==> src/rtl/vga_sync_rx.sv <==
// VGA receive front-end: recovers h/v counters from HS/VS, checks sync timing,
// locks after clean frames and emits active-pixel coordinates with colour.
module vga_sync_rx #(
  parameter int C_H_Sync_Pulse  = 112,
  parameter int C_H_Back_Porch  = 248,
  parameter int C_H_Active_Time = 1280,
  parameter int C_H_Line_Period = 1688,
  parameter int C_V_Sync_Pulse  = 3,
  parameter int C_V_Back_Porch  = 38,
  parameter int C_V_Active_Time = 1024,
  parameter int C_V_Line_Period = 1066,
  parameter int C_Lock_Frames   = 2,
  parameter int C_Timeout       = 3376
) (
  input  logic        I_clk,
  input  logic        I_rst_n,
  input  logic        I_hs,
  input  logic        I_vs,
  input  logic [3:0]  I_red,
  input  logic [3:0]  I_green,
  input  logic [3:0]  I_blue,
  output logic        O_de,
  output logic [10:0] O_x,
  output logic [10:0] O_y,
  output logic [3:0]  O_red,
  output logic [3:0]  O_green,
  output logic [3:0]  O_blue,
  output logic        O_locked,
  output logic        O_err,
  output logic        O_frame_start,
  output logic [11:0] O_line_len,
  output logic [11:0] O_frame_lines
);

  localparam int GW = $clog2(C_Lock_Frames + 1);

  localparam logic [11:0] H_ACT_LO = 12'(C_H_Sync_Pulse + C_H_Back_Porch);
  localparam logic [11:0] H_ACT_HI = 12'(C_H_Sync_Pulse + C_H_Back_Porch + C_H_Active_Time - 1);
  localparam logic [11:0] V_ACT_LO = 12'(C_V_Sync_Pulse + C_V_Back_Porch);
  localparam logic [11:0] V_ACT_HI = 12'(C_V_Sync_Pulse + C_V_Back_Porch + C_V_Active_Time - 1);
  localparam logic [12:0] H_PER    = 13'(C_H_Line_Period);
  localparam logic [12:0] H_SYNC   = 13'(C_H_Sync_Pulse);
  localparam logic [12:0] V_PER    = 13'(C_V_Line_Period);
  localparam logic [11:0] TIMEOUT  = 12'(C_Timeout);
  localparam logic [GW-1:0] LOCK_N = GW'(C_Lock_Frames);

  typedef enum logic [1:0] {
    SEARCH = 2'd0,
    ACQ    = 2'd1,
    LOCKED = 2'd2
  } state_t;

  // stage 1
  logic        r_hs, r_vs;
  logic [11:0] r_rgb;
  logic [11:0] h_cnt, v_cnt;

  state_t      state_q, state_d;
  logic [GW-1:0] good_q, good_d;
  logic        dirty_q, dirty_d;
  logic        err_d;

  logic        hs_fall, hs_rise, vs_fall;
  logic [11:0] h_inc, v_inc;
  logic        line_bad, width_bad, frame_bad, timing_bad, timeout;
  logic [GW-1:0] good_inc;
  logic        h_act, v_act, de_s1;
  logic [1:0]  fs_pipe;

  assign hs_fall = !I_hs && r_hs;
  assign hs_rise = I_hs && !r_hs;
  assign vs_fall = !I_vs && r_vs;

  assign h_inc = (&h_cnt) ? h_cnt : h_cnt + 12'd1;
  assign v_inc = (&v_cnt) ? v_cnt : v_cnt + 12'd1;

  // Measurements are one wider than the counters so a saturated count
  // can never alias onto a legal period.
  assign line_bad   = hs_fall && (({1'b0, h_cnt} + 13'd1) != H_PER);
  assign width_bad  = hs_rise && (({1'b0, h_cnt} + 13'd1) != H_SYNC);
  assign frame_bad  = vs_fall && (({1'b0, v_cnt} + 13'd1) != V_PER);
  assign timing_bad = line_bad || width_bad || frame_bad;
  assign timeout    = (h_cnt == TIMEOUT);
  assign good_inc   = good_q + GW'(1);

  always_ff @(posedge I_clk or negedge I_rst_n) begin
    if (!I_rst_n) begin
      r_hs  <= 1'b0;
      r_vs  <= 1'b0;
      r_rgb <= '0;
    end else begin
      r_hs  <= I_hs;
      r_vs  <= I_vs;
      r_rgb <= {I_red, I_green, I_blue};
    end
  end

  always_ff @(posedge I_clk or negedge I_rst_n) begin
    if (!I_rst_n) begin
      h_cnt         <= '0;
      v_cnt         <= '0;
      O_line_len    <= '0;
      O_frame_lines <= '0;
    end else begin
      h_cnt <= hs_fall ? 12'd0 : h_inc;
      if (vs_fall)      v_cnt <= 12'd0;
      else if (hs_fall) v_cnt <= v_inc;
      if (hs_fall) O_line_len    <= h_inc;
      if (vs_fall) O_frame_lines <= v_inc;
    end
  end

  always_ff @(posedge I_clk or negedge I_rst_n) begin
    if (!I_rst_n) begin
      state_q  <= SEARCH;
      good_q   <= '0;
      dirty_q  <= 1'b0;
      O_err    <= 1'b0;
      O_locked <= 1'b0;
    end else begin
      state_q  <= state_d;
      good_q   <= good_d;
      dirty_q  <= dirty_d;
      O_err    <= err_d;
      O_locked <= (state_q == LOCKED);
    end
  end

  // dirty marks a frame that saw an error; it is cleared at each VS fall so
  // the next frame starts clean even when the error landed on the VS edge.
  always_comb begin
    state_d = state_q;
    good_d  = good_q;
    dirty_d = dirty_q;
    err_d   = 1'b0;
    if (timeout) begin
      state_d = SEARCH;
      good_d  = '0;
      dirty_d = 1'b0;
    end else begin
      case (state_q)
        SEARCH: begin
          if (vs_fall) begin
            state_d = ACQ;
            good_d  = '0;
            dirty_d = 1'b0;
          end
        end
        ACQ: begin
          if (timing_bad) begin
            err_d   = 1'b1;
            good_d  = '0;
            dirty_d = !vs_fall;
          end else if (vs_fall) begin
            dirty_d = 1'b0;
            if (!dirty_q) begin
              good_d = good_inc;
              if (good_inc == LOCK_N) state_d = LOCKED;
            end
          end
        end
        LOCKED: begin
          if (timing_bad) begin
            err_d   = 1'b1;
            state_d = ACQ;
            good_d  = '0;
            dirty_d = !vs_fall;
          end
        end
        default: state_d = SEARCH;
      endcase
    end
  end

  assign h_act = (h_cnt >= H_ACT_LO) && (h_cnt <= H_ACT_HI);
  assign v_act = (v_cnt >= V_ACT_LO) && (v_cnt <= V_ACT_HI);
  assign de_s1 = h_act && v_act && (state_q == LOCKED);

  // stage 2
  always_ff @(posedge I_clk or negedge I_rst_n) begin
    if (!I_rst_n) begin
      O_de    <= 1'b0;
      O_x     <= '0;
      O_y     <= '0;
      O_red   <= '0;
      O_green <= '0;
      O_blue  <= '0;
      fs_pipe <= '0;
    end else begin
      O_de    <= de_s1;
      O_x     <= de_s1 ? 11'(h_cnt - H_ACT_LO) : 11'd0;
      O_y     <= de_s1 ? 11'(v_cnt - V_ACT_LO) : 11'd0;
      O_red   <= de_s1 ? r_rgb[11:8] : 4'd0;
      O_green <= de_s1 ? r_rgb[7:4]  : 4'd0;
      O_blue  <= de_s1 ? r_rgb[3:0]  : 4'd0;
      fs_pipe <= {fs_pipe[0], vs_fall && (state_q == LOCKED)};
    end
  end

  assign O_frame_start = fs_pipe[1];

endmodule

==> config.mk <==
export PLATFORM = sky130hd
export DESIGN_NAME = vga_sync_rx
export DESIGN_NICKNAME = d
export VERILOG_FILES = /design/src/rtl/vga_sync_rx.sv
export SDC_FILE = /design/constraint.sdc
export NUM_CORES = 1
export LEC_CHECK = 0
export BUFFER_PORTS_ARGS = -buffer_cell sky130_fd_sc_hd__buf_2
export CORE_ASPECT_RATIO = 1.75
export CORE_MARGIN = 2
export CORE_UTILIZATION = 40
export CTS_BUF_LIST = sky130_fd_sc_hd__clkbuf_8 sky130_fd_sc_hd__clkbuf_16
export DETAILED_ROUTE_END_ITERATION = 16
export SLEW_MARGIN = 20
export SYNTH_ARGS = -nofsm -noshare
export SYNTH_HDL_FRONTEND = slang
export SYNTH_SLANG_ARGS = --single-unit
==> constraint.sdc <==
create_clock -name I_clk -period 4.6 [get_ports I_clk]
set_input_delay 0.23 -clock I_clk [delete_from_list [all_inputs] [get_ports I_clk]]
set_output_delay 0.23 -clock I_clk [all_outputs]
set_load 0.005 [all_outputs]
; ---- After elaboration in Yosys (flattened, before gate mapping)
; Index checks and enable logic that the tools add are counted.
[word_totals]
input_bits = 16
ff_bits = 106
wordCells = 104
[op_classes]
n_reduce_logical = 26
order_cmp = 4
muxes = 33
eq_ne = 15
n_addsub = 7
[op_table]
columns = operator, n
row1 = 12-bit 2-to-1 mux, 5
row2 = 12-bit by 1-bit adder with 13-bit output (second input constant), 2
row3 = 2-bit 2-to-1 mux, 13
row4 = 13-bit by 11-bit != test with 1-bit output (second input constant), 2
row5 = 12-bit by 1-bit adder with 12-bit output (second input constant), 2
row6 = 12-bit by 11-bit <= comparator with 1-bit output (second input constant), 2
row7 = 12-bit AND reduction, 2
row8 = 11-bit 2-to-1 mux, 2
row9 = 3-bit != test (second input constant), 6
row10 = 13-bit by 7-bit != test with 1-bit output (second input constant), 1
row11 = 12-bit equality test (second input constant), 1
row12 = 12-bit by 6-bit >= comparator with 1-bit output (second input constant), 1
row13 = 12-bit by 9-bit >= comparator with 1-bit output (second input constant), 1
row14 = 4-bit 2-to-1 mux, 3
row15 = 2-bit case mux with 3 select lines, 2
row16 = 1-bit logical AND, 11
row17 = 11-bit by 6-bit subtractor with 11-bit output (second input constant), 1
row18 = 11-bit by 9-bit subtractor with 11-bit output (second input constant), 1
row19 = 4-bit != test (second input constant), 2
row20 = 1-bit 2-to-1 mux, 7
row21 = 6-bit AND reduction, 1
row22 = 5-bit AND reduction, 1
row23 = 2-bit equality test (second input constant), 2
row24 = 1-bit zero test, 4
row25 = other kinds (9), 10

; ---- Depth between registers and ports, before layout
; Gate-level depths: netlist of the first run.
[logic_depth]
word_depth = 8
depth_mapped = 13
ltp_nobuf = 11

; ---- Worst setup path before layout of the first run
; No wires, ideal clock.
[synth_timing]
path_type = flip-flop to flip-flop
startpoint = register h_cnt[1]
endpoint = register good_q[0]
n_path_buf = 1
path_stages_with_launch = 11
setup_slack_ns = 2.109
t_arrival_ns = 2.427
cell_sequence = dfrtp_1 > ha_1 > nand3_1 > buf_2 > o21ai_0 > a21boi_1 > a2bb2oi_1 > o311ai_4 > a31o_2 > a2111oi_0 > a211o_1
[synth_between]
elab_chain_cells = 8
[synth_rtl]
columns = element, line
row1 = from (decl), 56  ; logic [11:0] h_cnt, v_cnt;
row2 = from (signal assigned), 105  ; h_cnt <= hs_fall ? 12'd0 : h_inc;
row3 = 12-bit by 1-bit adder with 13-bit output, "79, 80"
row4 = 13-bit by 11-bit != test with 1-bit output or 13-bit by 7-bit != test with 1-bit output (tied branches), "79, 80"
row5 = "1-bit logical AND, on equally long branches", "79, 80"
row6 = 1-bit logical OR (2 in series), 82  ; assign timing_bad = line_bad || width_bad || frame_bad;
row7 = 2-bit 2-to-1 mux, 150  ; if (timing_bad) begin
row8 = 2-bit case mux with 3 select lines, 141  ; case (state_q)
row9 = 2-bit 2-to-1 mux, 136  ; if (timeout) begin
row10 = to (signal assigned), 122  ; good_q <= good_d;
row11 = to (decl), 59  ; logic [GW-1:0] good_q, good_d;
; Parallel ways exist; a longest one is shown, timed or not.
; A chain may end at the register's enable or synchronous reset.

; ---- Final worst setup path of the first run
; Ends and elaborated chain as after synthesis.

==> flow_metrics.tcl, run 1 <==
set metrics [dict create \
    fill_cells 1200 \
    r2r_start "h_cnt[1]" \
    place_hpwl_mm 8.264 \
    grt_pass1_vias 3972 \
    post_cts_buffers 0 \
    final-hold-violation-count 0 \
    status "finished clean" \
    cp_max_fo 11 \
    viasPerCell 5.159 \
    start_kind "flop" \
    yosys_warnings 0 \
    async_reset_ff_frac 1.000 \
    clockRootBuffer "clkbuf_16" \
    syn_area_mm2 0.005049 \
    coreArea_mm2 0.01236 \
    drc 0 \
    overflow 0 \
    start_util 0.4083 \
    required_ns 4.89 \
    top_usage_layer "met2" \
    worstPathArrival_ns 3.35 \
    antenna_found_initial 0 \
    tightest_slew_ns 1.012 \
    routed_wirelength_mm 11.43 \
    synthDistinctLibCells 65 \
    slew_headroom 0.3246 \
    cts.sinks 106 \
    dr.pass1.iters 4 \
    worstHoldStart "I_vs" \
    crit_path_max_incr_delay_ns 0.46 \
    power_density_mw_per_mm2 378.7 \
    peakVddDrop_mv 0.2055 \
    gp_congestion 0.8935 \
    grt_pass1_wl_mm 19.19 \
    syn_avg_cell_area_um2 9.919 \
    maxCapViolations 0 \
    worstSetupStartpoint "h_cnt[1]" \
    fin_crit_sh 0.6665 \
    hp-class "input port to flop" \
    cp_num_cells 9 \
    synth_edf_count 0 \
    p_leak_nw 2.838 \
    cts_buffer_depth 2 \
    groute.layer.met1.usage 0.2049 \
    nets 602 \
    period_needed_ns 3.066 \
    holdBufCountCts 13 \
    finalClockSkew_ns 0.01250 \
    cts-resized-gates 0 \
    avgRoutedWirePerCell_um 15.30 \
    crit_path_end_kind "flop" \
    synth_nets 537 \
    ys.flop_type "dfrtp_1" \
    grtUsageMet2 0.3191 \
    worstRegToRegCells 9 \
    fp.dieH_um 152.6 \
    fmax_mhz 326.2 \
    drtAntennaViolNets 0 \
    drt_iter0_drc 144 \
    finalSetupViolCount 0 \
    syn_inst 509 \
    clk_latency_ns 0.35 \
    rows 54 \
    cts_tree "done" \
    grt_max_degree 62 \
    htreeDepth 3 \
    yosysSeqAreaShare 0.5254 \
    n_antenna_cell 0 \
    port_buffers 77 \
    worst-r2r-setup-slack_ns 1.53 \
    setup_tns_ns 0 \
    clk_pin_slew_worst_paths_ns 0.08 \
    grtUsageTotal 0.1798 \
    synth-seq-cells 106 \
    ios 78 \
    area_growth_pct 17.97 \
    dr_total_vias 3854 \
    crit_type "flop to flop" \
    cts_buffers 9 \
    slew_violations 0 \
    path_cells "ha_1 -> nand3_1 -> nor3_1 -> mux2i_1 -> nand4b_1 -> o311ai_4 -> nand3_2 -> a2111oi_0 -> a211o_1" \
    die_w_um 88.93 \
    crit_buf_inv 0 \
    rsz0062_at_grt "no" \
    die_area_mm2 0.01357 \
    crit_end "good_q[0]" \
    met3_usage 0.03088 \
    cpMaxStageDelayCell "dfrtp_1" \
    layout-drive-gt1-share 0.1969 \
    p_total_mw 2.255 \
    r2r_end "good_q[0]" \
    crit_family "simple AND/OR/NAND/NOR gates" \
]
## worst register-to-register path: cells and delay by family (launching register included)
kind | cells | cell delay, ns
AO/OA/AOI/OAI | 3 | 0.98
adder cells (fa/ha/maj) | 1 | 0.26
flip-flops | 1 | 0.46
multiplexers | 1 | 0.30
AND/OR/NAND/NOR | 4 | 1.02
## layout by cell type (no fill, tap or decap), drive strengths merged, types with 4 or more instances in the layout
master       instances
dlygate4sd3         13
a31o                 4
nand4               10
xnor2               16
a311oi               4
nor3                12
nor2                63
buf                 78
or3                  5
o21ai               28
xor2                 9
clkbuf               9
o21a                 5
inv                 20
mux2i                6
nand2b              12
dfrtp              106
a31oi                9
nor2b                5
nand3               18
ha                  12
nand2               42
nor4                 8
and3                 4
and2                14
a21oi               21
a211oi               4
## kinds of logic (layout without fill, tap and decap cells)
group,Yosys count,in the layout,synth area share
AOI/OAI and AO/OA,99,99,0.1323
xor gates and xnor gates,25,25,0.04337
adders and majority gates,12,12,0.02974
buffers and inverters,53,123,0.04362
DFF,106,106,0.5254
muxes,7,7,0.01413
and+or+nand+nor,207,207,0.2114
## layer usage
metal / share of wire / wire, um
met5: 0 / 0
met1: 0.39 / 4412
met2: 0.55 / 6340
met4: 0.032 / 371
met3: 0.027 / 304
## registers in the layout, summed over array words and instances (netlist names), 4 cells and up
signal and count:
O_frame_lines 12, O_line_len 12, h_cnt 12, r_rgb 12, v_cnt 12, O_x 11, O_y 11, O_blue 4
O_green 4, O_red 4
## area by class of cell
class / count / area (um2) / area share
Tap cell: 168 / 210.2 / 0.03529
Inverter: 16 / 60.06 / 0.01008
Multi-Input combinational cell: 350 / 2186 / 0.3670
Clock inverter: 7 / 96.34 / 0.01618
Sequential cell: 106 / 2653 / 0.4454
Timing Repair Buffer: 91 / 525.5 / 0.08824
Clock buffer: 9 / 225.2 / 0.03782
## synthesized netlist by cell type (11+ instances only)
cell type  count  area share
a21oi_1       20       0.020
and2_1        14       0.017
buf_2         11       0.011
clkbuf_1      20       0.015
dfrtp_1      106        0.53
ha_1          12       0.030
inv_1         16       0.012
nand2_1       41       0.030
nand2b_1      12       0.015
nand3_1       17       0.017
nor2_1        63       0.047
nor3_1        11       0.011
o21ai_0       28       0.028
xnor2_1       16       0.028
## power by group
| group | switching (mW) | total (mW) | internal [mW] | leakage [nW] |
|---|---|---|---|---|
| registers | 0.0716 | 1.07 | 1.00 | 1.41 |
| logic | 0.225 | 0.386 | 0.161 | 1.27 |
| clock network | 0.398 | 0.796 | 0.398 | 0.156 |
## through the flow
stage | utilization | std cells | worst slack [ns] | area (um2) | hold WS [ns]
2_1_floorplan | - | 509 | 2.109 | 5049 | -0.06559
3_3_place_gp | 0.4447 | 718 | 1.591 | 5499 | 0.2717
3_5_place_dp | 0.4447 | 718 | 1.517 | 5499 | 0.2802
4_1_cts | 0.4813 | 747 | 1.506 | 5951 | 0.002543
5_1_grt | 0.4817 | 747 | 1.234 | 5956 | 0.02537
6_report | 0.4817 | 747 | 1.534 | 5956 | 0.03935
## how the worst min path moves through the flow
stage,slack (ns),to,cells past startpoint
2_1_floorplan,-0.07,O_blue[0],0
5_1_grt,0.03,r_vs,1
3_3_place_gp,0.27,O_line_len[2],1
3_5_place_dp,0.28,O_line_len[2],1
4_1_cts,0.003,r_vs,1
6_report,0.04,r_vs,1
Note: power is estimated with default switching activity, not from simulation.
==> run 2, diff against run 1 <==
==> constraint.sdc (replaced) <==
create_clock -name I_clk -period 2.85 [get_ports I_clk]
set_input_delay 0.1425 -clock I_clk [delete_from_list [all_inputs] [get_ports I_clk]]
set_output_delay 0.1425 -clock I_clk [all_outputs]
set_load 0.005 [all_outputs]
==> flow_metrics.tcl, run 2 (synthesis gave the netlist of run 1 again) <==
set metrics [dict create \
    fin_ws_ns 0.1014 \
    dr_total_vias 4069 \
    avgRoutedWirePerCell_um 15.74 \
    layout-drive-gt1-share 0.2602 \
    port_buffers 77 \
    cp_max_fo 8 \
    crit_path_end_kind "flop" \
    multi_input_area_mm2 0.002241 \
    slew_headroom 0.5522 \
    seq_area_mm2 0.002655 \
    status "finished clean" \
    clockRootBuffer "clkbuf_16" \
    viasPerCell 5.197 \
    routed_wirelength_mm 12.33 \
    tightest_slew_ns 0.6662 \
    drtAntennaViolNets 0 \
    crit_type "flop to flop" \
    coreArea_mm2 0.01236 \
    maxCapViolations 0 \
    grt_pass1_wl_mm 20.47 \
    hold_ws_ns 0.3138 \
    dr.pass1.iters 4 \
    setup_tns_ns 0 \
    finalClockSkew_ns 0.01024 \
    finalSetupViolCount 0 \
    antenna_found_initial 0 \
    ios 78 \
    cts.sinks 106 \
    drc 0 \
    start_util 0.4083 \
    required_ns 3.15 \
    start_kind "flop" \
    p_leak_nw 3.036 \
    grtUsageTotal 0.1920 \
    place_hpwl_mm 8.867 \
    cts_buffers 9 \
    n_antenna_cell 0 \
    fmax_mhz 363.8 \
    die_area_mm2 0.01357 \
    grt_max_degree 63 \
    cts_tree "done" \
    fill_cells 1133 \
    hp-class "input port to asynchronous set/reset pin" \
    period_needed_ns 2.749 \
    crit_path_max_incr_delay_ns 0.53 \
    mostFrequentLayoutCell "dfrtp_1" \
    peakVddDrop_mv 0.3391 \
    gp_congestion 0.9622 \
    area_growth_pct 24.88 \
    fp.dieH_um 152.6 \
    final_cell_mix "dfrtp_1, buf_2, nor2_1" \
    final-hold-violation-count 0 \
    slew_violations 0 \
    clk_pin_slew_worst_paths_ns 0.08 \
    rows 54 \
    htreeDepth 3 \
    path_cells "nand4_1 -> buf_4 -> nor3_4 -> mux2i_1 -> nand4b_1 -> o311ai_4 -> nand3_2 -> a2111oi_2 -> a211o_1" \
    power_density_mw_per_mm2 590.6 \
    cpMaxStageDelayCell "dfrtp_1" \
    grt_pass1_vias 4150 \
    worstPathArrival_ns 3.04 \
    fin_crit_sh 0.9644 \
    clk_latency_ns 0.36 \
    nets 638 \
    drt_iter0_drc 203 \
    overflow 0 \
    place_ws_ns -0.03877 \
    die_w_um 88.93 \
    cts_buffer_depth 2 \
]
## run 2: critical path: cells and delay by family, from the launching register on
kind                   cells  cell delay, ns
DFF                        1            0.53
buffers and inverters      1            0.18
AOI/OAI and AO/OA          3            1.01
muxes                      1            0.26
and+or+nand+nor            4            0.70
## run 2: path summary, 6_finish.rpt
kind                            startpoint             to  slack, ns  depth (start not counted)
worst min-delay path               I_rst_n  O_line_len[0]       0.31                          2
worst min register to register  fs_pipe[0]     fs_pipe[1]       0.36                          0
worst max-delay path              h_cnt[6]      good_q[0]       0.10                          9
worst max register to register    h_cnt[6]      good_q[0]       0.10                          9
max in group asynchronous          I_rst_n       v_cnt[0]       1.79                          3
min in group I_clk              fs_pipe[0]     fs_pipe[1]       0.36                          0
## run 2: power breakdown
part           switching, mW  internal, mW
Combinational          0.415         0.295
Clock                  0.654         0.643
Sequential            0.0990          1.62
## run 2: what timing repair did
item,CTS,global route
pin swaps,1,3
endpoints found under the hold margin,58,0
setup buffers,1,3
endpoints found under the setup margin,1,8
gates resized for setup,3,14
hold buffers,15,0
## run 2: stage by stage
| step | cell area, um2 | power [mW] | util | std cells |
|---|---|---|---|---|
| floorplan | 5049 | 2.168 | - | 509 |
| global placement | 5734 | 2.387 | 0.4638 | 748 |
| detailed placement | 5734 | 2.415 | 0.4638 | 748 |
| CTS | 6226 | 3.743 | 0.5035 | 780 |
| global route | 6305 | 3.921 | 0.5099 | 783 |
| finish | 6305 | 3.724 | 0.5099 | 783 |
## run 2: cell type report
| class | instances | area share |
|---|---|---|
| flip-flops and latches | 106 | 0.4211 |
| multi-input cells | 350 | 0.3554 |
| repair buffers | 127 | 0.1296 |
| clock buffers | 9 | 0.03572 |
| well taps | 168 | 0.03334 |
| clock inverters | 7 | 0.01528 |
| inverters | 16 | 0.009526 |
## run 2: routing by layer
metal	part of all wire	vias up	wire, um	global-route usage
met2	0.56	92	6947	0.3461
met3	0.030	19	373	0.03034
met5	0	-	0	0
met1	0.38	1997	4713	0.2190
li1	-	1961	-	-
met4	0.024	0	291	0.07431
==> run 3, diff against run 2 <==
==> constraint.sdc (replaced) <==
create_clock -name I_clk -period 3 [get_ports I_clk]
set_input_delay 0.15 -clock I_clk [delete_from_list [all_inputs] [get_ports I_clk]]
set_output_delay 0.15 -clock I_clk [all_outputs]
set_load 0.005 [all_outputs]
==> flow_metrics.tcl, run 3 (synthesis gave the netlist of run 1 again) <==
set metrics [dict create \
    start_util 0.4083 \
    worstRegToRegCells 10 \
    rsz0062_at_grt "no" \
    n_antenna_cell 0 \
    dr_total_vias 3975 \
    required_ns 3.29 \
    crit_buf_inv 1 \
    drtAntennaViolNets 0 \
    grt_max_degree 39 \
    finalSetupViolCount 0 \
    slew_violations 0 \
    swShare 0.3050 \
    cts_buffers 9 \
    antenna_found_initial 0 \
    gp_congestion 0.9383 \
    period_needed_ns 2.806 \
    nets 624 \
    worstPathArrival_ns 3.09 \
    place_ws_ns 0.07781 \
    crit_type "flop to flop" \
    start_kind "flop" \
    fill_cells 1160 \
    drc 0 \
    cpMaxStageDelayCell "dfrtp_1" \
    layout-drive-gt1-share 0.2263 \
    power_density_mw_per_mm2 565.0 \
    setup_tns_ns 0 \
    routed_wirelength_mm 11.60 \
    area_growth_pct 21.24 \
    r2r_start "h_cnt[0]" \
    dr.pass1.iters 4 \
    die_w_um 88.93 \
    die_area_mm2 0.01357 \
    grtUsageTotal 0.1827 \
    drt_iter0_drc 163 \
    seq_area_mm2 0.002654 \
    fin_crit_sh 0.9352 \
    crit_path_end_kind "flop" \
    grt_pass1_wl_mm 19.51 \
    status "finished clean" \
    overflow 0 \
    maxCapViolations 0 \
    port_buffers 77 \
    final_cell_mix "dfrtp_1, buf_2, nor2_1" \
    grt_pass1_vias 4010 \
    clk_pin_slew_worst_paths_ns 0.08 \
    viasPerCell 5.169 \
    peakVddDrop_mv 0.2595 \
    cp_max_fo 10 \
    final-hold-violation-count 0 \
    rows 54 \
    p_clk_frac 0.347 \
    p_leak_nw 2.934 \
    power_frac_comb 0.181 \
    ios 78 \
    finalClockSkew_ns 0.01314 \
    fin_ws_ns 0.1945 \
    crit_path_max_incr_delay_ns 0.43 \
    worstSetupStartpoint "h_cnt[0]" \
    cts_tree "done" \
    clockRootBuffer "clkbuf_16" \
    cts_buffer_depth 2 \
    place_hpwl_mm 8.520 \
    avgRoutedWirePerCell_um 15.09 \
    mostFrequentLayoutCell "dfrtp_1" \
    fp.dieH_um 152.6 \
    hp-class "input port to asynchronous set/reset pin" \
    cp_num_cells 10 \
    fmax_mhz 356.4 \
    clk_latency_ns 0.36 \
    slew_headroom 0.4993 \
    tightest_slew_ns 0.7476 \
    switchingPower_mw 1.055 \
    cts.sinks 106 \
    coreArea_mm2 0.01236 \
    crit_family "compound AO/OA/AOI/OAI gates" \
    internal_power_mw 2.403 \
    path_cells "ha_1 -> nand3_1 -> buf_4 -> or3_1 -> a21oi_1 -> o2111ai_1 -> a21oi_2 -> nand3_2 -> a2111oi_1 -> a211o_1" \
    htreeDepth 3 \
    seqPwrFrac 0.472 \
    multi_input_area_mm2 0.002187 \
]
run 3: final timing paths:
kind | endpoint | slack (ns)
max | good_q[0] | 0.19
min | O_line_len[0] | 0.29
max reg2reg | good_q[0] | 0.19
min reg2reg | fs_pipe[1] | 0.35
max in group asynchronous | O_frame_lines[11] | 1.87
min in group I_clk | fs_pipe[1] | 0.35
run 3: power by group through the flow:
| stage | logic (mW) | clock network, mW | registers, mW |
|---|---|---|---|
| floorplan | 0.432 | 0 | 1.63 |
| global placement | 0.604 | 0 | 1.65 |
| detailed placement | 0.610 | 0 | 1.66 |
| CTS | 0.633 | 1.23 | 1.63 |
| global route | 0.708 | 1.29 | 1.65 |
| finish | 0.627 | 1.20 | 1.63 |
run 3: what timing repair did:
action | in CTS | in global routing
setup buffers | 0 | 1
endpoints found under the setup margin | 0 | 4
resized for setup | 0 | 4
hold buffers | 15 | 0
hold endpoints to repair | 50 | 0
run 3: layout make-up:
cell class | instances | area share
timing repair buffer | 113 | 0.1137
clock inverter | 7 | 0.01451
clock buffer | 9 | 0.03679
inverter | 16 | 0.009812
sequential | 106 | 0.4336
tap | 168 | 0.03434
multi-input combinational | 350 | 0.3573
run 3: layer usage:
| layer | wire length [um] | track usage | vias up |
|---|---|---|---|
| li1 | - | - | 1933 |
| met1 | 4445 | 0.2100 | 1927 |
| met2 | 6343 | 0.3170 | 89 |
| met3 | 399 | 0.03413 | 26 |
| met4 | 416 | 0.08586 | 0 |
| met5 | 0 | 0 | - |
run 3: stage by stage:
step                cell area [um2]  hold slack, ns  total power [mW]  std cells    util
floorplan                      5049         -0.1456             2.059        509       -
global placement               5639          0.1220             2.255        737  0.4561
detailed placement             5639          0.1370             2.271        737  0.4561
CTS                            6103          0.2988             3.499        768  0.4936
global route                   6121          0.3441             3.655        769  0.4950
finish                         6121          0.2885             3.458        769  0.4950
run 3: worst reg2reg max path: stages (launching register included):
cell	delay (ns)
dfrtp_1	0.43
ha_1	0.24
nand3_1	0.15
buf_4	0.21
or3_1	0.37
a21oi_1	0.15
o2111ai_1	0.20
a21oi_2	0.30
nand3_2	0.12
a2111oi_1	0.40
a211o_1	0.17
